--- config.mk ---
export PLATFORM = sky130hd
export DESIGN_NAME = spi_bus_arbiter
export DESIGN_NICKNAME = d
export VERILOG_FILES = /design/src/rtl/spi_bus_arbiter.sv
export SDC_FILE = /design/constraint.sdc
export NUM_CORES = 1
export LEC_CHECK = 0
export ABC_AREA = 1
export CAP_MARGIN = 20
export CORE_MARGIN = 3
export CORE_UTILIZATION = 30
export CTS_CLUSTER_SIZE = 30
export DETAILED_ROUTE_END_ITERATION = 6
export HOLD_SLACK_MARGIN = 0.06
export SETUP_SLACK_MARGIN = 0.2
export SLEW_MARGIN = 0
export SYNTH_ARGS = -nofsm -noshare
export SYNTH_HDL_FRONTEND = slang
export SYNTH_SLANG_ARGS = --single-unit
--- constraint.sdc ---
create_clock -name clk -period 4.01 [get_ports clk]
set_input_delay 0.401 -clock clk [delete_from_list [all_inputs] [get_ports clk]]
set_output_delay 0.401 -clock clk [all_outputs]
set_load 0.1 [all_outputs]
--- src/rtl/spi_bus_arbiter.sv ---
// Byte-level arbiter sharing one spi_send_receive engine between the EEPROM
// loader (client 0) and the HC595/stepper path (client 1), with burst lock and stall timeout.
module spi_bus_arbiter #(
  parameter int CS_GAP  = 2,
  parameter int TIMEOUT = 16,
  parameter int CNT_W   = 5
) (
  input  logic       clk,
  input  logic       nreset,
  input  logic       req0,
  input  logic       lock0,
  input  logic [7:0] tx0,
  input  logic       req1,
  input  logic       lock1,
  input  logic [7:0] tx1,
  output logic [1:0] gnt,
  output logic       done0,
  output logic       done1,
  output logic [7:0] rx_byte,
  output logic       cs0_n,
  output logic       cs1_n,
  output logic       err,
  output logic       eng_send_request,
  output logic [7:0] eng_din,
  output logic       eng_cs_at_end,
  input  logic       eng_processing,
  input  logic       eng_data_valid,
  input  logic [7:0] eng_dout
);

  localparam logic [2:0] S_IDLE      = 3'd0;
  localparam logic [2:0] S_START     = 3'd1;
  localparam logic [2:0] S_WAIT_BUSY = 3'd2;
  localparam logic [2:0] S_WAIT_DONE = 3'd3;
  localparam logic [2:0] S_HOLD      = 3'd4;
  localparam logic [2:0] S_GAP       = 3'd5;

  // Terminal counts: a wait aborts once TIMEOUT cycles have elapsed; GAP lasts CS_GAP cycles.
  localparam logic [CNT_W-1:0] CNT_ONE  = CNT_W'(1);
  localparam logic [CNT_W-1:0] TMO_LAST = CNT_W'(TIMEOUT - 1);
  localparam logic [CNT_W-1:0] GAP_LAST = CNT_W'(CS_GAP - 1);

  logic [2:0]       state_q, state_d;
  logic             owner_q, owner_d;
  logic             last_owner_q, last_owner_d;
  logic [1:0]       gnt_q, gnt_d;
  logic             cs0_n_q, cs0_n_d;
  logic             cs1_n_q, cs1_n_d;
  logic             done0_q, done0_d;
  logic             done1_q, done1_d;
  logic             err_q, err_d;
  logic             send_req_q, send_req_d;
  logic [7:0]       din_q, din_d;
  logic [7:0]       rx_q, rx_d;
  logic [CNT_W-1:0] cnt_q, cnt_d;
  logic             dv_q;

  logic       own_req;
  logic       own_lock;
  logic [7:0] own_tx;
  logic       pick;
  logic       dv_rise;
  logic       go_start;
  logic       go_release;

  assign own_req  = owner_q ? req1 : req0;
  assign own_lock = owner_q ? lock1 : lock0;
  assign pick     = (req0 & req1) ? ~last_owner_q : req1;
  assign dv_rise  = eng_data_valid & ~dv_q;
  assign own_tx   = owner_d ? tx1 : tx0;

  always_comb begin
    // NOTE: every combinational output gets a default first so no path leaves it unassigned (no latch).
    state_d      = state_q;
    owner_d      = owner_q;
    last_owner_d = last_owner_q;
    gnt_d        = gnt_q;
    cs0_n_d      = cs0_n_q;
    cs1_n_d      = cs1_n_q;
    done0_d      = 1'b0;
    done1_d      = 1'b0;
    err_d        = 1'b0;
    send_req_d   = 1'b0;
    din_d        = din_q;
    rx_d         = rx_q;
    cnt_d        = cnt_q;
    go_start     = 1'b0;
    go_release   = 1'b0;

    case (state_q)
      S_IDLE: begin
        if (req0 | req1) begin
          owner_d  = pick;
          gnt_d    = pick ? 2'b10 : 2'b01;
          cs0_n_d  = pick;
          cs1_n_d  = ~pick;
          go_start = 1'b1;
        end
      end
      S_START: begin
        cnt_d   = '0;
        state_d = S_WAIT_BUSY;
      end
      S_WAIT_BUSY: begin
        if (eng_processing) begin
          cnt_d   = '0;
          state_d = S_WAIT_DONE;
        end else if (cnt_q == TMO_LAST) begin
          err_d      = 1'b1;
          go_release = 1'b1;
        end else begin
          cnt_d = cnt_q + CNT_ONE;
        end
      end
      S_WAIT_DONE: begin
        if (dv_rise) begin
          rx_d    = eng_dout;
          done0_d = ~owner_q;
          done1_d = owner_q;
          if (own_lock && own_req) go_start = 1'b1;
          else if (own_lock)       state_d = S_HOLD;
          else                     go_release = 1'b1;
        end else if (cnt_q == TMO_LAST) begin
          err_d      = 1'b1;
          go_release = 1'b1;
        end else begin
          cnt_d = cnt_q + CNT_ONE;
        end
      end
      S_HOLD: begin
        // The other client is deliberately starved while the owner keeps its lock.
        if (own_req)        go_start = 1'b1;
        else if (!own_lock) go_release = 1'b1;
      end
      S_GAP: begin
        if (cnt_q == GAP_LAST) state_d = S_IDLE;
        else                   cnt_d = cnt_q + CNT_ONE;
      end
      default: state_d = S_IDLE;
    endcase

    // The byte is latched on entry so eng_din is already valid while send_request is high.
    if (go_start) begin
      state_d    = S_START;
      send_req_d = 1'b1;
      din_d      = own_tx;
    end
    if (go_release) begin
      state_d      = S_GAP;
      gnt_d        = 2'b00;
      cs0_n_d      = 1'b1;
      cs1_n_d      = 1'b1;
      last_owner_d = owner_q;
      cnt_d        = '0;
    end
  end

  always_ff @(posedge clk or negedge nreset) begin
    if (!nreset) begin
      state_q      <= S_IDLE;
      owner_q      <= 1'b0;
      last_owner_q <= 1'b1;
      gnt_q        <= 2'b00;
      cs0_n_q      <= 1'b1;
      cs1_n_q      <= 1'b1;
      done0_q      <= 1'b0;
      done1_q      <= 1'b0;
      err_q        <= 1'b0;
      send_req_q   <= 1'b0;
      din_q        <= 8'h00;
      rx_q         <= 8'h00;
      cnt_q        <= '0;
      dv_q         <= 1'b0;
    end else begin
      // NOTE: non-blocking assignments so every register samples pre-edge values.
      state_q      <= state_d;
      owner_q      <= owner_d;
      last_owner_q <= last_owner_d;
      gnt_q        <= gnt_d;
      cs0_n_q      <= cs0_n_d;
      cs1_n_q      <= cs1_n_d;
      done0_q      <= done0_d;
      done1_q      <= done1_d;
      err_q        <= err_d;
      send_req_q   <= send_req_d;
      din_q        <= din_d;
      rx_q         <= rx_d;
      cnt_q        <= cnt_d;
      dv_q         <= eng_data_valid;
    end
  end

  assign gnt              = gnt_q;
  assign done0            = done0_q;
  assign done1            = done1_q;
  assign rx_byte          = rx_q;
  assign cs0_n            = cs0_n_q;
  assign cs1_n            = cs1_n_q;
  assign err              = err_q;
  assign eng_send_request = send_req_q;
  assign eng_din          = din_q;
  assign eng_cs_at_end    = 1'b0;

endmodule

==> results.tsv, run 1 <==
stage	metric	value	unit
detailed_routing	route.vias.total	1824	
critical_path	timing.rr.end	state_q[0]	
clock_network	cts_setup_buffers	0	
clock_network	cts_hold_buf	0	
detailed_routing	drtPass1Iterations	4	
critical_path	path_cells	clkdlybuf4s50_1	
floorplanning	fp.dieW	87.0	µm
placed_design	gp_congestion	0.865	
logic_synthesis	ys_top_cells_by_count	88 x nand2_1, 32 x dfrtp_1, 23 x nor2_1	
clock_network	cts_sinks	35	
critical_path	crit_path_max_incr_delay	1.13	ns
detailed_routing	drc	0	
logic_synthesis	syn_area_per_cell	7.75	µm²
floorplanning	num_rows	28	
critical_path	crit_arrival	1.96	ns
clock_network	post_cts_resize_count	0	
critical_path	end_kind	output pin	
floorplanning	coreArea	0.00613	mm²
layout	diodes	0	
layout	drive_gt1_share	11.0	%
logic_synthesis	synth_edf_count	0	
critical_path	crit_cells	1	
sta	tns	0	ns
layout	n_fill_cell	602	
sta	rsz0062_at_grt	no	
clock_network	clk_pin_slew	0.08	ns
critical_path	timing.rr.start	state_q[0]	
logic_synthesis	synth_top_area_share	40.7	%
layout	final_nets	344	
clock_network	cts_tree	built	
detailed_routing	ant_nets	0	
sta	timing.fmax	424	MHz
sta	slew_violations	0	
critical_path	crit_buf_inv	1	
global_route	grt_max_degree	36	
global_route	grt_pass1_wl	8.36	mm
floorplanning	die_y	87.0	µm
critical_path	path_delay_family	buffers and inverters	
sta	skew	0.00719	ns
critical_path	critPathKind	flip-flop to output pin	
detailed_routing	routed_wl	4.75	mm
logic_synthesis	yosysMostFrequentCell	nand2_1	
global_route	antenna_found_initial	0	
critical_path	cp_max_fo	2	
critical_path	reg2reg_slack	1.91	ns
logic_synthesis	synth_nets	290	
logic_synthesis	async_flop_share	100	%
logic_synthesis	ys_warn_count	0	
logic_synthesis	synth_cell_types	31	
clock_network	clockRootBuffer	clkbuf_8	
clock_network	cts_buffers	5	
detailed_routing	avgRoutedWirePerCell	12.4	µm
logic_synthesis	synth_area_leaders	dfrtp_1 41%, nand2_1 17%, nand3_1 5.1%	
detailed_routing	dr.first_iter.drc_count	163	
sta	tightest_slew	0.993	ns
global_route	overflow	0	
run	drv_cap	0	
sta	setup_viol	0	
critical_path	cp.required	3.61	ns
floorplanning	ios	57	
logic_synthesis	syn_area	0.00197	mm²
floorplanning	start_util	32.1	%
run_status	status	finished clean	
global_route	grt_pass1_vias	1786	
logic_synthesis	ys_ff_latch	35	
critical_path	critical_path.slowest_cell	clkdlybuf4s50_1	
logic_synthesis	synthFlopType	dfrtp_1	
sta	relSlewSlack	33.6	%
clock_network	insertion_delay	0.29	ns
layout	syn2layout_area_growth	35.2	%
logic_synthesis	syn_inst	254	
critical_path	rr_worst_depth	8	
placed_design	portBuffers	55	
global_route	track_usage	13.9	%
logic_synthesis	yosysSeqAreaShare	44.7	%
detailed_routing	vias_per_cell	4.75	
clock_network	cts_htree_levels	2	
placed_design	dp_hpwl	3.50	mm
sta	fin_crit_sh	58.8	%
critical_path	start_kind	flip-flop	
sta	fin_crit	2.36	ns
worst_hold_path	min_path_type	input port to async pin	
sta	hold_viol	0	
logic_synthesis	synth_top_area_cell	dfrtp_1	
floorplanning	die_area	0.00757	mm²
clock_network	cts.path.max_buffers	2	
==> stage by stage <==
stage | std cells | setup slack [ns] | util, % | hold WS [ns] | cell area, µm²
finish | 384 | 1.65 | 43.4 | 0.165 | 2660
CTS | 384 | 1.64 | 43.4 | 0.215 | 2660
global placement | 376 | 1.79 | 41.6 | 0.456 | 2550
detailed placement | 376 | 1.67 | 41.6 | 0.468 | 2550
global route | 384 | 1.61 | 43.4 | 0.245 | 2660
floorplan | 254 | 2.31 | - | 0.105 | 1970
==> cells by family after synthesis <==
family	share of synthesized area [%]
fa+ha+maj	2.54
buf+inv	8.83
compound gates	11.7
flops	44.7
other cells	0.190
simple gates	31.6
xor+xnor	0.445
==> cell usage in the layout (no fill, tap or decap), types with 4 or more instances in the layout <==
| cell type | synthesis | layout |
|---|---|---|
| clkbuf_8 | 0 | 5 |
| nand2_2 | 4 | 4 |
| ha_1 | 4 | 4 |
| inv_2 | 4 | 4 |
| nor2_1 | 23 | 23 |
| o21ai_0 | 4 | 4 |
| dfrtp_1 | 32 | 32 |
| a31oi_1 | 7 | 7 |
| inv_1 | 22 | 22 |
| clkdlybuf4s50_1 | 0 | 54 |
| o211ai_1 | 8 | 8 |
| a21oi_1 | 6 | 6 |
| nand2_1 | 88 | 88 |
| nand3_1 | 20 | 20 |
==> worst max path at each step <==
stage	start	endpoint	slack, ns
2_1_floorplan	cnt_q[0]	cnt_q[0]	2.31
3_3_place_gp	req0	state_q[0]	1.79
3_5_place_dp	req0	state_q[0]	1.67
4_1_cts	cs0_n	cs0_n	1.64
5_1_grt	cs0_n	cs0_n	1.61
6_report	cs0_n	cs0_n	1.65
==> flip-flops by register name, summed over array words and instances (netlist names) <==
register          cells
state_q               3
eng_send_request      1
cs0_n                 1
cnt_q                 5
owner_q               1
done0                 1
err                   1
last_owner_q          1
eng_din               8
gnt                   2
cs1_n                 1
done1                 1
rx_byte               8
dv_q                  1
==> metal layers <==
layer	global-route usage [%]	part of all wire, %	vias to the layer above
met4	4.25	1.4	0
met3	3.60	6.5	6
li1	-	-	916
met2	22.1	45	53
met5	0	0	-
met1	18.6	47	849
==> layout make-up <==
type / count / area [µm²] / area share, %
repair buffers: 55 / 546 / 20.5
well taps: 75 / 93.8 / 3.52
clock inverters: 3 / 43.8 / 1.64
clock buffers: 5 / 68.8 / 2.58
flip-flops and latches: 35 / 880 / 33.0
inverters: 28 / 115 / 4.32
multi-input cells: 183 / 916 / 34.4
Power of run 1 is not shown: default switching activity piles up to over one toggle a cycle in this logic, so the estimate is an artifact.
==> run 2: changes to the inputs <==
Clock period 4.01 ns to 1.95 ns, I/O delays scaled along.
==> results.tsv, run 2 (synthesis gave the netlist of run 1 again) <==
stage	metric	value	unit	change
floorplanning	die_y	87.0	µm	unchanged
clock_network	cts_htree_levels	2		unchanged
clock_network	insertion_delay	0.29	ns	about the same
clock_network	cts_tree	built		
sta	skew	0.00809	ns	+0.000901 ns
critical_path	end_kind	flip-flop		
critical_path	start_kind	flip-flop		
global_route	antenna_found_initial	0		unchanged
worst_hold_path	holdPathStages	1		
critical_path	cp_max_fo	7		+5
global_route	grt_pass1_wl	8.19	mm	-2.1%
clock_network	cts.path.max_buffers	2		unchanged
floorplanning	start_util	32.1	%	unchanged
global_route	track_usage	13.6	%	-0.33 points
sta	slew_violations	0		unchanged
floorplanning	num_rows	28		unchanged
sta	hold_viol	0		unchanged
detailed_routing	wl_met1	2.29	mm	+2.6%
clock_network	cts_sinks	35		unchanged
sta	final.setup.worst_slack	0.276	ns	-1.37 ns
critical_path	path_delay_family	simple AND/OR/NAND/NOR gates		
clock_network	clockRootBuffer	clkbuf_8		
global_route	overflow	0		unchanged
sta	setup_viol	0		unchanged
global_route	grt_pass1_vias	1786		unchanged
layout	n_fill_cell	601		-0.17%
sta	timing.fmax	597	MHz	
worst_hold_path	min_path_type	input port to flip-flop		
detailed_routing	dr.first_iter.drc_count	80		-51%
critical_path	rr_worst_depth	10		+2
detailed_routing	ant_nets	0		unchanged
detailed_routing	drc	0		unchanged
run_status	status	finished clean		
placed_design	portBuffers	55		unchanged
placed_design	placed_cells	381		+1.3%
critical_path	crit_path_max_incr_delay	0.43	ns	-0.70 ns
floorplanning	fp.dieW	87.0	µm	unchanged
clock_network	clk_pin_slew	0.07	ns	about the same
sta	tns	0	ns	unchanged
detailed_routing	vias_per_cell	4.67		-1.7%
detailed_routing	met3_length	295	µm	-4.2%
layout	fin_cells	397		+3.4%
placed_design	place_worst_setup_slack	0.0432	ns	-1.63 ns
critical_path	path_cells	ha_4, nand2_4, nor2_4, ha_4, nand2_1, o21a_1, nand2_4, inv_6, nand3_1, nand2_1		
detailed_routing	routed_wl	5.00	mm	+5.2%
layout	drive_gt1_share	25.5	%	+14 points
critical_path	crit_buf_inv	1		unchanged
floorplanning	coreArea	0.00613	mm²	unchanged
layout	diodes	0		unchanged
sta	relSlewSlack	46.6	%	+13 points
detailed_routing	avgRoutedWirePerCell	12.6	µm	+1.8%
layout	syn2layout_area_growth	42.4	%	
floorplanning	die_area	0.00757	mm²	unchanged
sta	rsz0062_at_grt	yes		
sta	tightest_slew	0.802	ns	-0.191 ns
layout	layout.cells.most_common_list	86 x nand2_1, 34 x buf_4, 31 x dfrtp_1		
placed_design	dp_hpwl	3.62	mm	+3.4%
layout	final_common_cell	nand2_1		
critical_path	crit_cells	10		+9
critical_path	critPathKind	flip-flop to flip-flop		
placed_design	gp_congestion	0.838		-3.2%
sta	fin_crit_sh	85.8	%	
critical_path	cp.required	2.13	ns	-1.48 ns
detailed_routing	drtPass1Iterations	4		unchanged
detailed_routing	route.vias.total	1853		+1.6%
layout	final_nets	357		+3.8%
critical_path	crit_arrival	1.86	ns	-0.10 ns
sta	fin_crit	1.67	ns	
floorplanning	ios	57		unchanged
detailed_routing	dr.max_layer_used	met4		
run	drv_cap	0		unchanged
global_route	grt_max_degree	36		unchanged
critical_path	critical_path.slowest_cell	dfrtp_1		
clock_network	cts_buffers	5		unchanged
detailed_routing	wl_met2	2.34	mm	+9.3%
## run 2: final timing paths
path	start	endpoint	slack (ns)
setup / recovery	cnt_q[1]	cnt_q[3]	0.28
hold reg to reg	last_owner_q	last_owner_q	0.49
min in group asynchronous	nreset	cnt_q[4]	0.53
hold / removal	eng_data_valid	dv_q	0.37
setup reg to reg	cnt_q[1]	cnt_q[3]	0.28
max in group asynchronous	nreset	state_q[2]	0.86
## run 2: layout make-up
cell class,instances,area (µm²),area share (%)
Clock buffer,6,82.6,2.95
Clock inverter,2,35.0,1.25
Inverter,28,125,4.46
Multi-Input combinational cell,184,1010,35.9
Sequential cell,35,881,31.4
Tap cell,75,93.8,3.35
Timing Repair Buffer,66,571,20.3
Timing Repair inverter,1,8.76,0.312
## run 2: timing repair
action                                  in CTS  in global routing
resized for setup                            8                 16
hold endpoints to repair                    32                  0
pin swaps                                    1                  2
gates cloned                                 0                  2
endpoints found under the setup margin      12                 18
hold buffers                                 1                  0
buffers inserted                             1                  4
## run 2: per-stage QoR
| step | area, µm² | utilization (%) | hold slack [ns] |
|---|---|---|---|
| 6_report | 2800 | 45.7 | 0.373 |
| 5_1_grt | 2800 | 45.7 | 0.366 |
| 4_1_cts | 2690 | 43.9 | 0.371 |
| 3_5_place_dp | 2530 | 41.2 | 0.334 |
| 3_3_place_gp | 2530 | 41.2 | 0.329 |
| 2_1_floorplan | 1970 | - | -0.101 |
## run 2: routing by layer
| layer | up-vias | global-route usage, % |
|---|---|---|
| met5 | - | 0 |
| met4 | 0 | 5.24 |
| met3 | 6 | 3.69 |
| met2 | 43 | 21.4 |
| met1 | 859 | 17.7 |
| li1 | 945 | - |
Power of run 2 is left out for the same reason.
